===== src/rtl/stage_ex_md.sv =====
// Execute stage: operand forwarding, ALU, branch/jump resolution and, when
// STAGE_EX_MULDIV_EN is defined, an iterative multiply/divide unit that holds ID via busy.
module stage_ex_md #(
  parameter int                   DATA_W      = 32,
  parameter int                   INST_ADDR_W = 32,
  parameter int                   REG_ADDR_W  = 5,
  parameter int                   ALU_SRC_W   = 2,
  parameter logic [ALU_SRC_W-1:0] ALU_SRC_PC  = ALU_SRC_W'(1),
  parameter logic [ALU_SRC_W-1:0] ALU_SRC_IMM = ALU_SRC_W'(2)
) (
  input  logic                   clk,
  input  logic                   rst,
  input  logic                   en,
  input  logic                   stall,
  input  logic                   flush,
  input  logic [INST_ADDR_W-1:0] pc,
  input  logic                   reg_wr,
  input  logic [REG_ADDR_W-1:0]  reg_addr_rd,
  input  logic [REG_ADDR_W-1:0]  reg_addr_r1,
  input  logic [REG_ADDR_W-1:0]  reg_addr_r2,
  input  logic [3:0]             alu_op,
  input  logic [ALU_SRC_W-1:0]   alu_src_arg1,
  input  logic [ALU_SRC_W-1:0]   alu_src_arg2,
  input  logic [DATA_W-1:0]      imm,
  input  logic [DATA_W-1:0]      reg_data_r1,
  input  logic [DATA_W-1:0]      reg_data_r2,
  input  logic                   is_jump,
  input  logic                   is_branch,
  input  logic [2:0]             branch_type,
  input  logic                   is_muldiv,
  input  logic [2:0]             muldiv_op,
  input  logic                   ffw_EX_reg_wr,
  input  logic [REG_ADDR_W-1:0]  ffw_EX_reg_addr_rd,
  input  logic [DATA_W-1:0]      ffw_EX_reg_data_rd,
  input  logic                   ffw_MM_reg_wr,
  input  logic [REG_ADDR_W-1:0]  ffw_MM_reg_addr_rd,
  input  logic [DATA_W-1:0]      ffw_MM_reg_data_rd,
  output logic                   jump,
  output logic [INST_ADDR_W-1:0] jump_addr,
  output logic                   busy,
  output logic                   out_reg_wr,
  output logic [REG_ADDR_W-1:0]  out_reg_addr_rd,
  output logic [DATA_W-1:0]      out_reg_data_rd,
  output logic                   out_flush
);

  localparam int SH_W = $clog2(DATA_W);

  logic [DATA_W-1:0] op1, op2, arg1, arg2, alu_res, pc_ext, wb_data;
  logic              cond;
  logic              md_take, md_nop;
  logic [DATA_W-1:0] md_res;

  // EX/MM is younger than MM/WB, so it wins when both match
  always_comb begin
    op1 = reg_data_r1;
    if (ffw_EX_reg_wr && ffw_EX_reg_addr_rd == reg_addr_r1)      op1 = ffw_EX_reg_data_rd;
    else if (ffw_MM_reg_wr && ffw_MM_reg_addr_rd == reg_addr_r1) op1 = ffw_MM_reg_data_rd;
    op2 = reg_data_r2;
    if (ffw_EX_reg_wr && ffw_EX_reg_addr_rd == reg_addr_r2)      op2 = ffw_EX_reg_data_rd;
    else if (ffw_MM_reg_wr && ffw_MM_reg_addr_rd == reg_addr_r2) op2 = ffw_MM_reg_data_rd;
  end

  assign pc_ext = DATA_W'(pc);

  always_comb begin
    arg1 = op1;
    if (alu_src_arg1 == ALU_SRC_PC)       arg1 = pc_ext;
    else if (alu_src_arg1 == ALU_SRC_IMM) arg1 = imm;
    arg2 = op2;
    if (alu_src_arg2 == ALU_SRC_PC)       arg2 = pc_ext;
    else if (alu_src_arg2 == ALU_SRC_IMM) arg2 = imm;
  end

  always_comb begin
    alu_res = '0;
    case (alu_op)
      4'd0: alu_res = arg1 + arg2;
      4'd1: alu_res = arg1 - arg2;
      4'd2: alu_res = arg1 & arg2;
      4'd3: alu_res = arg1 ^ arg2;
      4'd4: alu_res = arg1 | arg2;
      4'd5: alu_res = arg1 << arg2[SH_W-1:0];
      4'd6: alu_res = arg1 >> arg2[SH_W-1:0];
      4'd7: alu_res = $unsigned($signed(arg1) >>> arg2[SH_W-1:0]);
      4'd8: alu_res = DATA_W'($signed(arg1) < $signed(arg2));
      4'd9: alu_res = DATA_W'(arg1 < arg2);
      default: alu_res = '0;
    endcase
  end

  always_comb begin
    cond = 1'b0;
    case (branch_type)
      3'd0: cond = (op1 == op2);
      3'd1: cond = (op1 != op2);
      3'd4: cond = ($signed(op1) <  $signed(op2));
      3'd5: cond = ($signed(op1) >= $signed(op2));
      3'd6: cond = (op1 <  op2);
      3'd7: cond = (op1 >= op2);
      default: cond = 1'b0;
    endcase
  end

  assign jump      = (is_jump | (is_branch & cond)) & ~flush & ~busy;
  assign jump_addr = alu_res[INST_ADDR_W-1:0];
  assign wb_data   = is_jump ? pc_ext + DATA_W'(4) : alu_res;

`ifdef STAGE_EX_MULDIV_EN
  localparam int CNT_W = $clog2(DATA_W + 1);

  typedef enum logic [1:0] {S_IDLE, S_RUN, S_DONE} md_state_t;

  // Per-operation context captured at issue; acc carries the evolving magnitudes
  typedef struct packed {
    logic [2:0]        op;
    logic              neg_q;
    logic              neg_r;
    logic              divz;
    logic              ovf;
    logic [DATA_W-1:0] a;
    logic [DATA_W-1:0] b;
  } md_ctx_t;

  md_state_t           state, state_nxt;
  md_ctx_t             ctx;
  logic [2*DATA_W-1:0] acc, prod;
  logic [CNT_W-1:0]    cnt;
  logic                issue, a_sgn, b_sgn, a_neg, b_neg;
  logic [DATA_W-1:0]   a_mag, b_mag, quo, rem;
  logic [DATA_W:0]     mul_sum, div_rem, div_diff;

  assign issue   = (state == S_IDLE) & en & ~flush & is_muldiv;
  assign busy    = issue | (state == S_RUN);
  assign md_take = (state == S_DONE) & ~flush;
  assign md_nop  = 1'b0;

  always_comb begin
    a_sgn = (muldiv_op == 3'd1) | (muldiv_op == 3'd2) | (muldiv_op == 3'd4) | (muldiv_op == 3'd6);
    b_sgn = (muldiv_op == 3'd1) | (muldiv_op == 3'd4) | (muldiv_op == 3'd6);
    a_neg = a_sgn & op1[DATA_W-1];
    b_neg = b_sgn & op2[DATA_W-1];
    a_mag = a_neg ? -op1 : op1;
    b_mag = b_neg ? -op2 : op2;
  end

  always_ff @(posedge clk) begin
    if (rst) state <= S_IDLE;
    else     state <= state_nxt;
  end

  always_comb begin
    state_nxt = state;
    case (state)
      S_IDLE: if (issue) state_nxt = S_RUN;
      S_RUN: begin
        if (flush)                   state_nxt = S_IDLE;
        else if (cnt == CNT_W'(1))   state_nxt = S_DONE;  // last iteration
      end
      S_DONE: if (flush | (en & ~stall)) state_nxt = S_IDLE;
      default: state_nxt = S_IDLE;
    endcase
  end

  // acc = {hi, lo}: multiply shifts the product in from the top while consuming
  // the multiplier from lo; divide shifts the dividend out of lo into the remainder.
  always_comb begin
    mul_sum  = {1'b0, acc[2*DATA_W-1:DATA_W]} + (acc[0] ? {1'b0, ctx.b} : '0);
    div_rem  = acc[2*DATA_W-1:DATA_W-1];
    div_diff = div_rem - {1'b0, ctx.b};
  end

  always_ff @(posedge clk) begin
    if (rst) begin
      ctx <= '0;
      acc <= '0;
      cnt <= '0;
    end else if (issue) begin
      ctx.op    <= muldiv_op;
      ctx.neg_q <= a_neg ^ b_neg;
      ctx.neg_r <= a_neg;
      ctx.divz  <= (op2 == '0);
      ctx.ovf   <= muldiv_op[2] & b_sgn & (op1 == {1'b1, {(DATA_W-1){1'b0}}}) & (&op2);
      ctx.a     <= op1;
      ctx.b     <= b_mag;
      acc       <= {{DATA_W{1'b0}}, a_mag};
      cnt       <= CNT_W'(DATA_W);
    end else if (state == S_RUN) begin
      cnt <= cnt - CNT_W'(1);
      if (!ctx.op[2])         acc <= {mul_sum, acc[DATA_W-1:1]};
      else if (!div_diff[DATA_W]) acc <= {div_diff[DATA_W-1:0], acc[DATA_W-2:0], 1'b1};
      else                    acc <= {div_rem[DATA_W-1:0], acc[DATA_W-2:0], 1'b0};
    end
  end

  always_comb begin
    prod   = ctx.neg_q ? -acc : acc;
    quo    = ctx.neg_q ? -acc[DATA_W-1:0] : acc[DATA_W-1:0];
    rem    = ctx.neg_r ? -acc[2*DATA_W-1:DATA_W] : acc[2*DATA_W-1:DATA_W];
    md_res = '0;
    case (ctx.op)
      3'd0:             md_res = prod[DATA_W-1:0];
      3'd1, 3'd2, 3'd3: md_res = prod[2*DATA_W-1:DATA_W];
      3'd4, 3'd5:       md_res = ctx.divz ? '1 : (ctx.ovf ? ctx.a : quo);
      default:          md_res = ctx.divz ? ctx.a : (ctx.ovf ? '0 : rem);
    endcase
  end
`else
  // Without the unit a muldiv instruction retires as a NOP
  logic md_unused;
  assign md_unused = ^muldiv_op;
  assign busy      = 1'b0;
  assign md_take   = 1'b0;
  assign md_nop    = is_muldiv;
  assign md_res    = '0;
`endif

  always_ff @(posedge clk) begin
    if (rst) begin
      out_reg_wr      <= 1'b0;
      out_reg_addr_rd <= '0;
      out_reg_data_rd <= '0;
      out_flush       <= 1'b1;
    end else if (en & ~stall & ~busy) begin
      out_reg_wr      <= reg_wr & ~flush & ~md_nop;
      out_reg_addr_rd <= reg_addr_rd;
      out_reg_data_rd <= md_take ? md_res : (md_nop ? '0 : wb_data);
      out_flush       <= flush;
    end
  end

endmodule

===== config.mk =====
export PLATFORM = sky130hd
export DESIGN_NAME = stage_ex_md
export DESIGN_NICKNAME = d
export VERILOG_FILES = /design/src/rtl/stage_ex_md.sv
export SDC_FILE = /design/constraint.sdc
export NUM_CORES = 1
export LEC_CHECK = 0
export ABC_AREA = 1
export ABC_CLOCK_PERIOD_IN_PS = 6100
export BUFFER_PORTS_ARGS = -buffer_cell sky130_fd_sc_hd__buf_2
export CORE_MARGIN = 1
export CORE_UTILIZATION = 24
export DETAILED_ROUTE_END_ITERATION = 6
export PLACE_DENSITY = 0.47
export SYNTH_ARGS = -nofsm -noshare
export SYNTH_HDL_FRONTEND = slang
export SYNTH_SLANG_ARGS = --single-unit

===== constraint.sdc =====
create_clock -name clk -period 6.1 [get_ports clk]
set_input_delay 0.915 -clock clk [delete_from_list [all_inputs] [get_ports clk]]
set_output_delay 0.915 -clock clk [all_outputs]
set_load 0.01 [all_outputs]

* Word level (Yosys, flattened, before mapping)
Cells that the tools add are included.
** Word-level totals
- Input bits :: 242
- Output and inout bits :: 73
- Logic and storage cells :: 70
- Register bits after elaboration :: 39
** Cells by class
- Shifts and indexed selects :: 3
- Reduce and logical (&&, ||, !) cells :: 6
- Add/subtract/negate cells :: 3
- Bitwise gates (word level) :: 12
- Order comparisons :: 6
- Eq/ne operators :: 24
- Muxes and demuxes :: 12
** Operators with widths (number)
- $mux W32 :: 10
- $pmux W32 S10 :: 1
- $lt A32 B32 Y1 :: 4
- $ge A32 B32 Y1 :: 2
- $add A32 B3 Y32 const B :: 1
- $add A32 B32 Y32 :: 1
- $and A32 B32 Y32 :: 1
- $eq A32 B32 Y1 :: 1
- $ne A32 B32 Y1 :: 1
- $or A32 B32 Y32 :: 1
- $shl A32 B5 Y32 :: 1
- $shr A32 B5 Y32 :: 1
- $sshr A32 B5 Y32 :: 1
- $sub A32 B32 Y32 :: 1
- $xor A32 B32 Y32 :: 1
- $eq A5 B5 Y1 :: 4
- $eq A4 B3 Y1 const B :: 4
- $eq A3 B3 Y1 const B :: 4
- $eq A4 B2 Y1 const B :: 2
- $eq A4 B4 Y1 const B :: 2
- $pmux W1 S6 :: 1
- $and A1 B1 Y1 :: 5
- $eq A2 B1 Y1 const B :: 2
- $eq A2 B2 Y1 const B :: 2
- other kinds (7) :: 12

* Depth between registers and ports, before layout
Gate-level depths: netlist of the first run.
- Depth in word-level cells :: 10
- Mapped depth :: 33
- Gate-level depth less buffers :: 30

* Least setup slack after synthesis of the first run
OpenSTA, ideal clock, no wires.
- Path kind :: input to output
- From :: input port ffw_MM_reg_addr_rd[3]
- To :: output port jump_addr[22]
- Stages on the path :: 30
- Path buffers :: 3
- Arrival time :: 4.323 ns
- Setup slack :: 0.862 ns
- Cells stage by stage :: inv_1 > nand2_1 > nand2_1 > nor2_1 > nand3_1 > clkbuf_1 > clkinv_1 > clkbuf_1 > o21ai_0 > a21oi_1 > a21oi_1 > nand2_1 > nand2_1 > inv_1 > ha_1 > clkbuf_1 > inv_1 > a21oi_1 > inv_1 > a21oi_1 > inv_1 > a21oi_1 > inv_1 > a21oi_1 > nand2_1 > nand2_1 > nand3_1 > nand2_1 > inv_1 > nand2_1
** On the way
- Longest elaborated chain between the ends :: 8
** Ends and longest elaborated chain
- from (decl) :: line 36 : input logic [REG_ADDR_W-1:0] ffw_MM_reg_addr_rd,
- $eq A5 B5 Y1, on equally long branches :: line 58, 61
- $logic_and A1 B1 Y1, on equally long branches :: line 58, 61
- $mux W32, on equally long branches :: line 58, 61
- $mux W32, on equally long branches :: line 57, 60
- $mux W32, on equally long branches :: line 69, 72
- $mux W32, on equally long branches :: line 68, 71
- $sub A32 B32 Y32, or another cell as far along :: line 79 : 4'd1: alu_res = arg1 - arg2;
- $pmux W32 S10 (*) :: line 77 : case (alu_op)
- to (decl) :: line 39 : output logic [INST_ADDR_W-1:0] jump_addr,
Every way passes the cells marked *; elsewhere a longest branch is shown, timed or not.

* Final worst setup path of the first run
- From :: input port ffw_MM_reg_addr_rd[2]
- To :: output port jump_addr[19]
The elaborated chain is that of the path after synthesis.

==> results of run 1 <==
## power by group through the flow
stage          logic, mW  clock network [mW]  registers [mW]
6_report            2.72               0.297           0.270
3_3_place_gp        2.63                   0           0.276
4_1_cts             2.63               0.302           0.270
2_1_floorplan       1.57                   0           0.280
3_5_place_dp        2.62                   0           0.276
5_1_grt             2.94               0.318           0.271
## path summary, 6_finish.rpt
| path | from | endpoint | slack, ns | depth (start not counted) |
|---|---|---|---|---|
| max | ffw_MM_reg_addr_rd[2] | jump_addr[19] | 0.27 | 27 |
| min | out_reg_data_rd[29] | out_reg_data_rd[29] | 0.46 | 2 |
| min reg2reg | out_reg_data_rd[29] | out_reg_data_rd[29] | 0.46 | 2 |
| max reg2reg | out_reg_data_rd[1] | out_reg_data_rd[1] | 5.44 | 2 |
## flip-flops by register name, summed over array words and instances, names as in the netlist
register and flops:
out_flush 1, out_reg_addr_rd 5, out_reg_data_rd 32, out_reg_wr 1
## logic make-up after synthesis
group           synth area share
xor+xnor                  0.0114
other cells             0.000233
fa+ha+maj                  0.103
compound gates             0.201
simple gates               0.489
buf+inv                    0.147
flops                     0.0485
## synth_stat cells (10+ instances only)
cell type  number
nand3_1       527
o21ai_1        21
a221oi_1       14
inv_2          10
o211ai_1       33
ha_1          129
nand3b_1       17
buf_2          50
nand4_1        23
inv_1         428
o21ai_0       160
nand2_1       861
dfxtp_1        39
nand3_2        18
clkbuf_1       80
xor2_1         17
nor2_1        260
a31oi_1        11
o22ai_1        63
a21oi_1       217
nor3_1         29
nand2_2        23
## critical path, cell delays in order
cell and delay (ns):
buf_2 0.10, inv_1 0.09, nand2_1 0.08, nand2_1 0.07
nor2_1 0.04, nand3_1 0.13, clkinv_1 0.16, buf_12 0.18
nand2_1 0.06, nand3_1 0.06, o21ai_0 0.17, o211ai_1 0.13
o21ai_1 0.31, inv_1 0.10, ha_1 0.47, inv_1 0.15
a21o_1 0.22, a21oi_1 0.25, o21ai_0 0.14, a21oi_1 0.13
nand2_1 0.18, a21oi_1 0.17, o21ai_0 0.10, nand2_1 0.19
inv_1 0.09, nand2_1 0.09, buf_2 0.13
## area by class of cell
cell class,instances,area [um2],area share
inverters,443,1670,0.0865
diodes,2,5.00,0.000260
repair buffers,428,2510,0.130
clock inverters,3,43.8,0.00227
clock buffers,5,125,0.00650
multi-input cells,2516,13000,0.677
well taps,864,1080,0.0561
flip-flops and latches,39,781,0.0405
## per-stage QoR
stage / instance area (um2) / util / hold WS (ns) / worst slack, ns / setup TNS (ns)
2_1_floorplan: 16100 / - / 0.490 / 0.862 / 0
3_3_place_gp: 19000 / 0.288 / 0.453 / 0.204 / 0
3_5_place_dp: 19000 / 0.288 / 0.455 / 0.209 / 0
4_1_cts: 19200 / 0.290 / 0.463 / 0.192 / 0
5_1_grt: 19300 / 0.291 / 0.477 / -0.00385 / -0.00385
6_report: 19300 / 0.291 / 0.461 / 0.266 / 0
## layer usage
metal | share of wire | vias to the layer above
li1 | - | 11000
met5 | 0.00014 | -
met2 | 0.46 | 1071
met1 | 0.42 | 10500
met3 | 0.081 | 162
met4 | 0.041 | 2
==> results.json, run 1 <==
{
  "syn_area_per_cell_um2": 5.12,
  "rows": 94,
  "status": "complete, but fails checks",
  "seqPwrFrac": 0.082,
  "cp_max_fo": 23,
  "finalCriticalPeriod_ns": 5.83,
  "final_cell_mix": "859 x nand2_1, 527 x nand3_1, 428 x inv_1",
  "start_kind": "input port",
  "top_usage_layer": "met2",
  "final_cells": 4300,
  "hpwl_mm": 82.3,
  "synth_top_area_share": 0.201,
  "drive_gt1_frac": 0.157,
  "clockRootBuffer": "clkbuf_16",
  "cts_resized": 0,
  "antenna_left": 0,
  "drt-initial-drc-count": 2745,
  "die-width_um": 261,
  "viasPerCell": 5.29,
  "drt-pass1-iter-count": 7,
  "ys_ff_latch": 39,
  "grt_max_degree": 66,
  "power.static_leakage_nw": 10.4,
  "use_met3": 0.0328,
  "critPathArrivalTime_ns": 4.92,
  "dieArea_um2": 68200,
  "cts_buffers": 5,
  "grt_pass1_vias": 21300,
  "htreeDepth": 2,
  "cts_sinks": 39,
  "violations": "DRC",
  "power.switching_mw": 2.02,
  "finalPower_mw": 3.29,
  "met2_usage": 0.458,
  "place_inst": 4290,
  "setup_violations": 0,
  "hold_viol_final": 0,
  "nets": 3806,
  "clock_latency_ns": 0.28,
  "crit_type": "input port to primary output",
  "num_vias": 22700,
  "cp-end-kind": "primary output",
  "fill_cells": 7923,
  "grt_pass1_wl_mm": 139,
  "slew_headroom": 0.317,
  "io_buffers": 310,
  "cts_setup_buffers": 0,
  "skew_ns": 0,
  "cts_tree": "done",
  "internal_power_mw": 1.28,
  "cts_buffer_depth": 2,
  "boundaryPins": 315,
  "synth-edff-count": 0,
  "worst-slew-pin-transition_ns": 1.02,
  "grt_overflow": 0,
  "place.gp.congestion": 1.05,
  "synthTopCellsByArea": "nand2_1 20%, nand3_1 16%, ha_1 10%",
  "required_ns": 5.18,
  "ys_warn_count": 0,
  "syn_inst": 3147,
  "drt-total-wl_mm": 96.2,
  "power.density_nw_per_um2": 171,
  "min_path_type": "flop to flop",
  "comb_power_share": 0.828,
  "clockPowerShare": 0.090,
  "drc": 10,
  "synthFlopType": "dfxtp_1",
  "syn2layout_area_growth_pct": 19.5,
  "start_util": 0.244,
  "timing.fmax_ghz": 0.171,
  "antenna_found_initial": 3,
  "synth_fp_nets": 3520,
  "maxCapViolCount": 0,
  "wl_per_cell_um": 22.4,
  "synthesis.area_um2": 16100,
  "mostFrequentLayoutCell": "nand2_1",
  "clk_pin_slew_ns": 0.05,
  "finalMaxSlewViolations": 0,
  "synthArstFlopShare": 0,
  "rsz0062_at_grt": "yes",
  "core_area_um2": 66100,
  "die_y_um": 261,
  "ir_drop_v": 0.000121,
  "use_met1": 0.357,
  "ctsHoldBuffers": 0,
  "ys_seq_area_frac": 0.0485,
  "finalCritPeriodShare": 0.956,
  "yosys.area.top_type": "nand2_1",
  "synth.distinct_cells": 60,
  "switching_share": 0.612,
  "grtUsageTotal": 0.273
}
Power figures use the tool's default switching activity.
==> run 2: changes to the inputs <==
ABC_CLOCK_PERIOD_IN_PS = 6850   (was 6100)
clock period = 6.85 ns   (was 6.1 ns; I/O delays follow)
==> run 2 against run 1 <==
Critical path type unchanged. Utilization decreased by 0.23 points. Sequential power shrank 11%. Largest cell class unchanged. Die area unchanged. Power fell by 11%. The run still ends with DRC left. Sequential share of layout area about the same. Global-route usage up 0.080 points.
==> results.json, run 2 (same netlist as run 1, synthesis figures left out) <==
{
  "start_kind": "input port",
  "cts_sinks": 39,
  "maxCapViolCount": 0,
  "grt_overflow": 0,
  "finalCriticalPeriod_ns": 6.58,
  "largest_registers": "out_reg_data_rd: 32 flops, out_reg_addr_rd: 5 flops",
  "slew_headroom": 0.262,
  "multi_input_area_um2": 13000,
  "wl_per_cell_um": 22.4,
  "fill_cells": 7938,
  "ir_drop_v": 0.000135,
  "use_met1": 0.357,
  "die_y_um": 261,
  "drt-pass1-iter-count": 7,
  "rsz0062_at_grt": "no",
  "placed_area_um2": 18900,
  "design_area_um2": 19100,
  "dieArea_um2": 68200,
  "antenna_found_initial": 0,
  "clockRootBuffer": "clkbuf_16",
  "top_register": "out_reg_data_rd",
  "critPathArrivalTime_ns": 5.55,
  "worst-path-buf-inv": 6,
  "ctsHoldBuffers": 0,
  "drt-initial-drc-count": 2558,
  "cp_max_fo": 21,
  "mostFrequentLayoutCell": "nand2_1",
  "core_area_um2": 66100,
  "antenna_left": 0,
  "cts_tree": "done",
  "worst_path_max_delay_cell": "o22ai_1",
  "max_stage_delay_ns": 0.83,
  "regArea_um2": 781,
  "cp-end-kind": "primary output",
  "clk_pin_slew_ns": 0.06,
  "min_path_type": "flop to flop",
  "cts_buffer_depth": 2,
  "boundaryPins": 315,
  "finalPower_mw": 2.92,
  "skew_ns": 0,
  "viasPerCell": 5.30,
  "power.density_nw_per_um2": 153,
  "required_ns": 5.82,
  "hold_viol_final": 0,
  "met2_usage": 0.450,
  "drc": 4,
  "grtUsageTotal": 0.274,
  "finalCritPeriodShare": 0.960,
  "hpwl_mm": 82.5,
  "grt_pass1_wl_mm": 139,
  "grt_max_degree": 66,
  "largest_reg_flops": 32,
  "final_cell_mix": "861 x nand2_1, 526 x nand3_1, 428 x inv_1",
  "crit_type": "input port to primary output",
  "tns_ns": 0,
  "timing.fmax_ghz": 0.152,
  "grt_pass1_vias": 21300,
  "syn2layout_area_growth_pct": 18.6,
  "start_util": 0.244,
  "clock_latency_ns": 0.28,
  "nets": 3805,
  "violations": "DRC",
  "status": "complete, but fails checks",
  "rows": 94,
  "worst-slew-pin-transition_ns": 1.10,
  "die-width_um": 261,
  "place.gp.congestion": 1.03,
  "finalMaxSlewViolations": 0,
  "drive_gt1_frac": 0.150,
  "power.static_leakage_nw": 10.3,
  "top_usage_layer": "met2",
  "num_vias": 22800,
  "use_met3": 0.0494,
  "htreeDepth": 2,
  "cts_buffers": 5,
  "cpLargestDelayFamily": "compound AO/OA/AOI/OAI gates",
  "io_buffers": 310,
  "drt-total-wl_mm": 96.3,
  "setup_violations": 0,
  "path_cells": "buf_2, inv_1, nand2_1, nand2_1, a21oi_1, nand3_2, buf_4, o21ai_0, nor2_1, o22ai_1, inv_1, ha_1, a221oi_1, o21ai_0, inv_1, nand2_1, a21oi_1, nand3_1, buf_2"
}
## run 2: changes by cell type in the layout (fill, tap and decap cells not counted), sizes merged
cell  previous run  this run
buf            428       427
## run 2: worst reg2reg max path: stages (launching register included)
cell and delay (ns):
dfxtp_1 0.37, nand2_1 0.07, a21oi_1 0.15
## run 2: power by group
part / internal, mW / switching (mW) / total, mW / leakage, nW
clock network: 0.172 / 0.0943 / 0.266 / 0.0838
logic: 0.721 / 1.69 / 2.41 / 9.93
registers: 0.236 / 0.00483 / 0.241 / 0.317
total: 1.13 / 1.79 / 2.92 / 10.3
## run 2: layer usage
metal | share of wire | routed length, um | vias up
met5 | 0 | 0 | -
met4 | 0.038 | 3710 | 0
met3 | 0.094 | 9050 | 149
met2 | 0.45 | 43500 | 1117
met1 | 0.42 | 40100 | 10600
li1 | - | - | 10900
## run 2: final cells by class
cell class              instances  area share
well taps                     864      0.0566
inverters                     443      0.0872
clock inverters                 3     0.00229
diodes                          2    0.000262
multi-input cells            2516       0.679
flip-flops and latches         39      0.0409
repair buffers                427       0.127
clock buffers                   5     0.00655
## run 2: final timing paths
kind                                           from             endpoint  slack (ns)  cells past startpoint
worst max-delay path                 reg_addr_r2[1]        jump_addr[30]        0.27                     19
worst min-delay path            out_reg_data_rd[17]  out_reg_data_rd[17]        0.46                      2
worst max register to register   out_reg_data_rd[0]   out_reg_data_rd[0]        6.19                      2
worst min register to register  out_reg_data_rd[17]  out_reg_data_rd[17]        0.46                      2
## run 2: through the flow
step / worst slack (ns) / std cells / util / hold WS, ns
floorplan: 1.39 / 3147 / - / 0.490
global placement: 0.440 / 4289 / 0.286 / 0.452
detailed placement: 0.458 / 4289 / 0.286 / 0.454
CTS: 0.435 / 4297 / 0.289 / 0.464
global route: 0.0366 / 4297 / 0.289 / 0.483
finish: 0.273 / 4299 / 0.289 / 0.463
## run 2: repair_timing
action,in CTS,in global routing
gates resized for setup,0,3
setup endpoints to repair,0,6
setup buffers,0,0
